==> src/rtl/v2f_iter_div.sv <==
// v2f_iter_div: multi-cycle restoring divider with optional signed mode.
// Accepts a request in IDLE, runs WIDTH shift-subtract iterations in CALC,
// then applies sign correction and publishes the quotient in FIX.
// A zero divisor bypasses CALC and reports DIV0 with a zero quotient.
// Optional feature: define V2F_ITER_DIV_REM_EN to add the remainder port R.
module v2f_iter_div #(
  parameter int WIDTH  = 64,
  parameter bit SIGNED = 1'b0
) (
  input  logic             CLK,
  input  logic             ARST,
  input  logic             START,
  input  logic [WIDTH-1:0] A,
  input  logic [WIDTH-1:0] B,
  output logic             BUSY,
  output logic             DONE,
  output logic [WIDTH-1:0] Y,
  output logic             DIV0
`ifdef V2F_ITER_DIV_REM_EN
  ,
  output logic [WIDTH-1:0] R
`endif
);

  localparam int CNT_W = $clog2(WIDTH);

  typedef enum logic [1:0] {IDLE, CALC, FIX} state_t;

  state_t             state;
  state_t             state_nxt;
  logic [CNT_W-1:0]   cnt;
  logic [WIDTH-1:0]   quo;
  logic [WIDTH-1:0]   rem;
  logic [WIDTH-1:0]   dvs;
  logic               neg_q;
  logic               neg_r;
  logic               dz;
  logic               a_neg;
  logic               b_neg;
  logic signed [WIDTH:0] shifted;
  logic signed [WIDTH:0] trial;
  logic               fits;

  // Two's-complement negate when requested; the most-negative value maps to
  // itself, which is exactly the wrap behaviour wanted for overflow.
  function automatic logic [WIDTH-1:0] cond_neg(input logic [WIDTH-1:0] v,
                                                input logic n);
    return n ? (~v + 1'b1) : v;
  endfunction

  assign a_neg = SIGNED && A[WIDTH-1];
  assign b_neg = SIGNED && B[WIDTH-1];
  assign BUSY  = (state != IDLE);

  // One restoring step: shift in the next dividend bit, trial-subtract divisor.
  // The partial remainder is always below the divisor, so a set MSB on the
  // trial difference means the subtraction borrowed.
  always_comb begin
    shifted = {rem, quo[WIDTH-1]};
    trial   = shifted - $signed({1'b0, dvs});
    fits    = ~trial[WIDTH];
  end

  // State register.
  always_ff @(posedge CLK or posedge ARST) begin
    if (ARST) state <= IDLE;
    else      state <= state_nxt;
  end

  // Next-state: zero divisor skips straight to FIX; CALC runs WIDTH edges.
  always_comb begin
    state_nxt = state;
    case (state)
      IDLE: if (START) state_nxt = (B == '0) ? FIX : CALC;
      CALC: if (cnt == CNT_W'(WIDTH - 1)) state_nxt = FIX;
      FIX:  state_nxt = IDLE;
      default: state_nxt = IDLE;
    endcase
  end

  // Operand capture, iteration datapath and result/flag registers.
  always_ff @(posedge CLK or posedge ARST) begin
    if (ARST) begin
      cnt   <= '0;
      quo   <= '0;
      rem   <= '0;
      dvs   <= '0;
      neg_q <= 1'b0;
      neg_r <= 1'b0;
      dz    <= 1'b0;
      DONE  <= 1'b0;
      DIV0  <= 1'b0;
      Y     <= '0;
`ifdef V2F_ITER_DIV_REM_EN
      R     <= '0;
`endif
    end else begin
      case (state)
        IDLE: begin
          DONE <= 1'b0;
          if (START) begin
            quo   <= cond_neg(A, a_neg);
            dvs   <= cond_neg(B, b_neg);
            rem   <= '0;
            cnt   <= '0;
            neg_q <= a_neg ^ b_neg;
            neg_r <= a_neg;
            dz    <= (B == '0);
          end
        end
        CALC: begin
          quo <= {quo[WIDTH-2:0], fits};
          rem <= fits ? trial[WIDTH-1:0] : shifted[WIDTH-1:0];
          cnt <= cnt + CNT_W'(1);
        end
        FIX: begin
          DONE <= 1'b1;
          DIV0 <= dz;
          Y    <= dz ? '0 : cond_neg(quo, neg_q);
`ifdef V2F_ITER_DIV_REM_EN
          R    <= dz ? '0 : cond_neg(rem, neg_r);
`endif
        end
        default: DONE <= 1'b0;
      endcase
    end
  end

endmodule

==> config.mk <==
export PLATFORM = sky130hd
export DESIGN_NAME = v2f_iter_div
export DESIGN_NICKNAME = d
export VERILOG_FILES = /design/src/rtl/v2f_iter_div.sv
export SDC_FILE = /design/constraint.sdc
export NUM_CORES = 1
export LEC_CHECK = 0
export ABC_AREA = 1
export CORE_AREA = 8 8 194 196
export DETAILED_ROUTE_END_ITERATION = 12
export DIE_AREA = 0 0 202 204
export PLACE_DENSITY = 0.77
export REMOVE_ABC_BUFFERS = 1
export SYNTH_ARGS = -nofsm -noshare
export SYNTH_HDL_FRONTEND = slang
export SYNTH_SLANG_ARGS = --single-unit
==> constraint.sdc <==
create_clock -name CLK -period 9 [get_ports CLK]
set_input_delay 2.25 -clock CLK [delete_from_list [all_inputs] [get_ports CLK]]
set_output_delay 2.25 -clock CLK [all_outputs]
set_load 0.02 [all_outputs]
**Word level (Yosys, flattened, before mapping)**

Index checks and enable logic that the tools add are counted.

- Bits in registers: 267
- Input port bits: 131
- Memories kept: 0
- Latch bits: 0
- Memory bits (writable): 0
- Output and inout bits: 67
- ROM bits: 0

- Reductions and logical operators: 7
- Muxes and demuxes: 13
- Add/subtract/negate cells: 2
- $lt $le $gt $ge: 0
- Multiply operators: 0
- Eq/ne operators: 5
- Shift operators: 0
- Bitwise gates (word level): 1
- Div/mod/pow operators: 0

Operators with widths:

| operator | number |
|---|---|
| two-way mux 64 bit | 4 |
| case mux 64 bit (2 select lines) | 2 |
| subtractor 65 bit | 1 |
| logical NOT 64 bit | 1 |
| case mux 6 bit (2 select lines) | 1 |
| adder 6 x 1 -> 6 bit (second input constant) | 1 |
| == test 6 bit (second input constant) | 1 |
| two-way mux 2 bit | 3 |
| two-way mux 6 bit | 1 |
| AND reduction 2 bit | 3 |
| != test 2 bit (second input constant) | 2 |
| case mux 2 bit (2 select lines) | 1 |
| nonzero test 2 bit | 2 |
| == test 2 x 1 -> 1 bit (second input constant) | 1 |
| == test 2 bit (second input constant) | 1 |
| logical NOT 2 bit | 1 |
| case mux 1 bit (2 select lines) | 1 |
| inverter 1 bit | 1 |

**Longest topological paths before layout**

- Word-level depth: 4
- Depth in mapped cells: 21
- Gate-level depth less buffers: 20

**Worst setup path before layout**

OpenSTA, ideal clock, no wires.

- Kind: input to register
- Start: in START
- End: reg rem[0]
- Data required time: 8934 ps
- Cell stages on the path: 7
- Arrival time: 3353 ps
- Library setup time: 66 ps
- Buffers on the path: 2
- Setup slack: 5582 ps
- Cell sequence: nand2_1 -> nor2_1 -> nor2_1 -> clkbuf_1 -> clkbuf_1 -> nand2_1 -> nand2_1

- Word-level cells in the longest chain between the ends: 2

RTL lines:

| item | RTL line | RTL |
|---|---|---|
| start, declared | 12 | `input logic START,` |
| != test 2 bit (no line) | n/a |  |
| AND reduction 2 bit (no line) | n/a |  |
| end signal, assigned | 113 | `rem <= fits ? trial[WIDTH-1:0] : shifted[WIDTH-1:0];` |
| end, declared | 33 | `logic [WIDTH-1:0] rem;` |

No other way between the ends.
A chain may end at the register's enable or synchronous reset.

**Worst setup path after layout**

- Start: in START
- End: reg quo[19]

- Word-level cells in the longest chain between the ends: 2

RTL lines:

| item | RTL line | RTL |
|---|---|---|
| != test 2 bit (no line) | n/a |  |
| AND reduction 2 bit (no line) | n/a |  |
| end signal, assigned | 102 | `quo <= cond_neg(A, a_neg);` |
| end signal, assigned | 112 | `quo <= {quo[WIDTH-2:0], fits};` |
| end, declared | 32 | `logic [WIDTH-1:0] quo;` |

No other way between the ends.

==> impl_metrics.env <==
export IMPL_outcome="finished clean"
export IMPL_max_freq_ghz=0.209
export IMPL_gp_congestion=0.964
export IMPL_finalSetupViolCount=0
export IMPL_vias=17100
export IMPL_crit_slowest_cell="nand2_2"
export IMPL_postCtsHoldBufs=0
export IMPL_crit_path_frequent_cell="nor2_4"
export IMPL_cp_start_kind="primary input"
export IMPL_crit_family="simple AND/OR/NAND/NOR gates"
export IMPL_path_cells="clkdlybuf4s50_1 -> nand2_2 -> nor2_4 -> nor2_4 -> buf_4 -> a22oi_1"
export IMPL_core_um2=34800
export IMPL_min_delay_path_class="flop to flop"
export IMPL_dieHeight_um=204
export IMPL_grt_setup_unrepaired="false"
export IMPL_worstMarginPinSlew_ns=1.17
export IMPL_cts_resized=0
export IMPL_totalWireLength_um=54700
export IMPL_slew_viol_final=0
export IMPL_maxSlewHeadroom_pct=22.0
export IMPL_num_nets_final=3114
export IMPL_grt_first_pass_wirelength_um=86900
export IMPL_ys_warn_count=0
export IMPL_layout_commonest_cell="nand2_1"
export IMPL_final_cell_mix="1157 x nand2_1, 547 x inv_1, 267 x dfrtp_1"
export IMPL_clock_skew_final_ns=0.0189
export IMPL_post_route_util_pct=60.7
export IMPL_grt_pass1_vias=16600
export IMPL_grt_usage_pct=25.8
export IMPL_ys_flop_type="dfrtp_1"
export IMPL_crit_fanout=65
export IMPL_overflow=0
export IMPL_drive_gt1_share_pct=3.03
export IMPL_ant_nets=0
export IMPL_dr_pass1_iters=5
export IMPL_drv_cap=0
export IMPL_synth_cell_types=37
export IMPL_cts_buffers=29
export IMPL_critPathKind="primary input to flop"
export IMPL_crit_buf_inv=2
export IMPL_synth_edf_count=0
export IMPL_clk_pin_slew_ns=0.06
export IMPL_slowest_delay_ns=0.84
export IMPL_grt_max_degree=137
export IMPL_syn_to_final_growth_pct=19.1
export IMPL_cts_setup_buffers=0
export IMPL_drc=0
export IMPL_drt_iter0_markers=1338
export IMPL_initial_core_util_pct=51.0
export IMPL_fp_dieW_um=202
export IMPL_hold_viol_final=0
export IMPL_fin_crit_sh_pct=53.1
export IMPL_place_hpwl_um=41300
export IMPL_postSynth_asyncResetShare_pct=100
export IMPL_cts_root_buf="clkbuf_16"
export IMPL_required_ns=9.40
export IMPL_ys_seq_area_share_pct=37.7
export IMPL_arrival_ns=5.18
export IMPL_clock_path_buffers=3
export IMPL_clock_sinks=267
export IMPL_core_rowCount=69
export IMPL_hold_slack_ns=0.486
export IMPL_syn_instance_count=2761
export IMPL_min_period_ns=4.78
export IMPL_synth_seq_cells=267
export IMPL_crit_path_end_kind="flop"
export IMPL_vias_per_cell=5.03
export IMPL_io_pins=198
export IMPL_syn_area_um2=17700
export IMPL_fillers=3288
export IMPL_wl_per_cell_um=16.1
export IMPL_cts_tree="done"
export IMPL_avgSynthCellArea_um2=6.42
export IMPL_dieArea_um2=41200
export IMPL_clock_latency_ns=0.58
export IMPL_cts_max_level=1
export IMPL_io_buffers=197
export IMPL_antenna_found_initial=4
==> layer usage <==
| layer | track usage, % | part of all wire (%) | up-vias |
|---|---|---|---|
| met2 | 43.5 | 47 | 440 |
| met1 | 33.3 | 43 | 7915 |
| li1 | - | - | 8653 |
| met4 | 10.4 | 4.4 | 0 |
| met5 | 0 | 0 | - |
| met3 | 3.65 | 5.1 | 119 |
==> cell families after synthesis <==
| kind of cell | synth area share, % |
|---|---|
| buffers and inverters | 13.8 |
| AOI/OAI and AO/OA | 9.81 |
| and+or+nand+nor | 32.5 |
| xor gates and xnor gates | 1.53 |
| adders and majority gates | 4.70 |
| DFF | 37.7 |
==> worst paths after layout <==
path / cells after the start / slack, ns / from / to
worst min register to register: 2 / 0.49 / Y[47]$_DFFE_PP0P_ / Y[47]$_DFFE_PP0P_
worst max-delay path: 6 / 4.22 / START / quo[19]$_DFFE_PP0P_
max in group asynchronous: 3 / 5.44 / ARST / rem[48]$_DFFE_PP0P_
worst max register to register: 20 / 5.57 / quo[63]$_DFFE_PP0P_ / rem[55]$_DFFE_PP0P_
min in group asynchronous: 2 / 2.30 / ARST / Y[46]$_DFFE_PP0P_
worst min-delay path: 2 / 0.49 / Y[47]$_DFFE_PP0P_ / Y[47]$_DFFE_PP0P_
==> worst reg2reg max path: stages, from the launching register on <==
cell and delay, ns:
dfrtp_1 0.36, inv_1 0.12, ha_1 0.16, inv_1 0.07
fa_1 0.40, nand2_1 0.08, nand2_1 0.09, nand3_1 0.11
nand2_1 0.14, nand2_1 0.11, nand2_2 0.13, nand2_1 0.11
nand2_2 0.10, nand2_2 0.10, nand3_1 0.09, nand2_2 0.08
buf_4 0.61, nand2_1 0.24, nand2_1 0.13, nand2_1 0.06
nand2_1 0.09
==> flip-flops by register name (all words and copies together), names as in the netlist <==
register	cells
cnt	6
dz	1
DONE	1
state	2
quo	64
Y	64
dvs	64
DIV0	1
rem	64
==> through the flow <==
| stage | std cells | worst slack [ns] | cell area (um^2) | setup TNS (ns) |
|---|---|---|---|---|
| floorplan | 2679 | -3.13 | 17400 | -553.32 |
| global placement | 3347 | 3.80 | 20000 | 0 |
| detailed placement | 3347 | 3.70 | 20000 | 0 |
| CTS | 3401 | 4.26 | 21100 | 0 |
| global route | 3405 | 4.04 | 21100 | 0 |
| finish | 3405 | 4.22 | 21100 | 0 |
==> final cells by class <==
type | instances | area (um^2) | share of cell area [%]
Sequential cell | 267 | 6680 | 31.6
Antenna cell | 4 | 10.0 | 0.0474
Inverter | 556 | 2090 | 9.92
Timing Repair Buffer | 207 | 2060 | 9.75
Multi-Input combinational cell | 1856 | 8620 | 40.8
Clock inverter | 14 | 218 | 1.03
Tap cell | 461 | 577 | 2.73
Clock buffer | 40 | 857 | 4.06
==> Yosys cell counts, types with 4 or more instances <==
cell type | n | area share [%]
nand2_1 | 1158 | 25
and2_1 | 5 | 0.18
buf_2 | 5 | 0.14
o21ai_0 | 197 | 5.6
nor2_1 | 114 | 2.4
nor3_1 | 14 | 0.40
inv_2 | 6 | 0.13
buf_1 | 4 | 0.085
xor2_1 | 5 | 0.25
a22oi_1 | 62 | 2.6
ha_1 | 65 | 4.6
xnor2_1 | 26 | 1.3
nand3b_1 | 9 | 0.38
a21oi_1 | 47 | 1.3
nand3_1 | 101 | 2.9
nand2_2 | 7 | 0.25
dfrtp_1 | 267 | 38
nor4_1 | 16 | 0.56
clkbuf_1 | 65 | 1.4
nand4_1 | 10 | 0.35
inv_1 | 549 | 12
buf_6 | 6 | 0.38
Power is not shown: default switching activity piles up to over one toggle a cycle in this logic, so the estimate is an artifact.
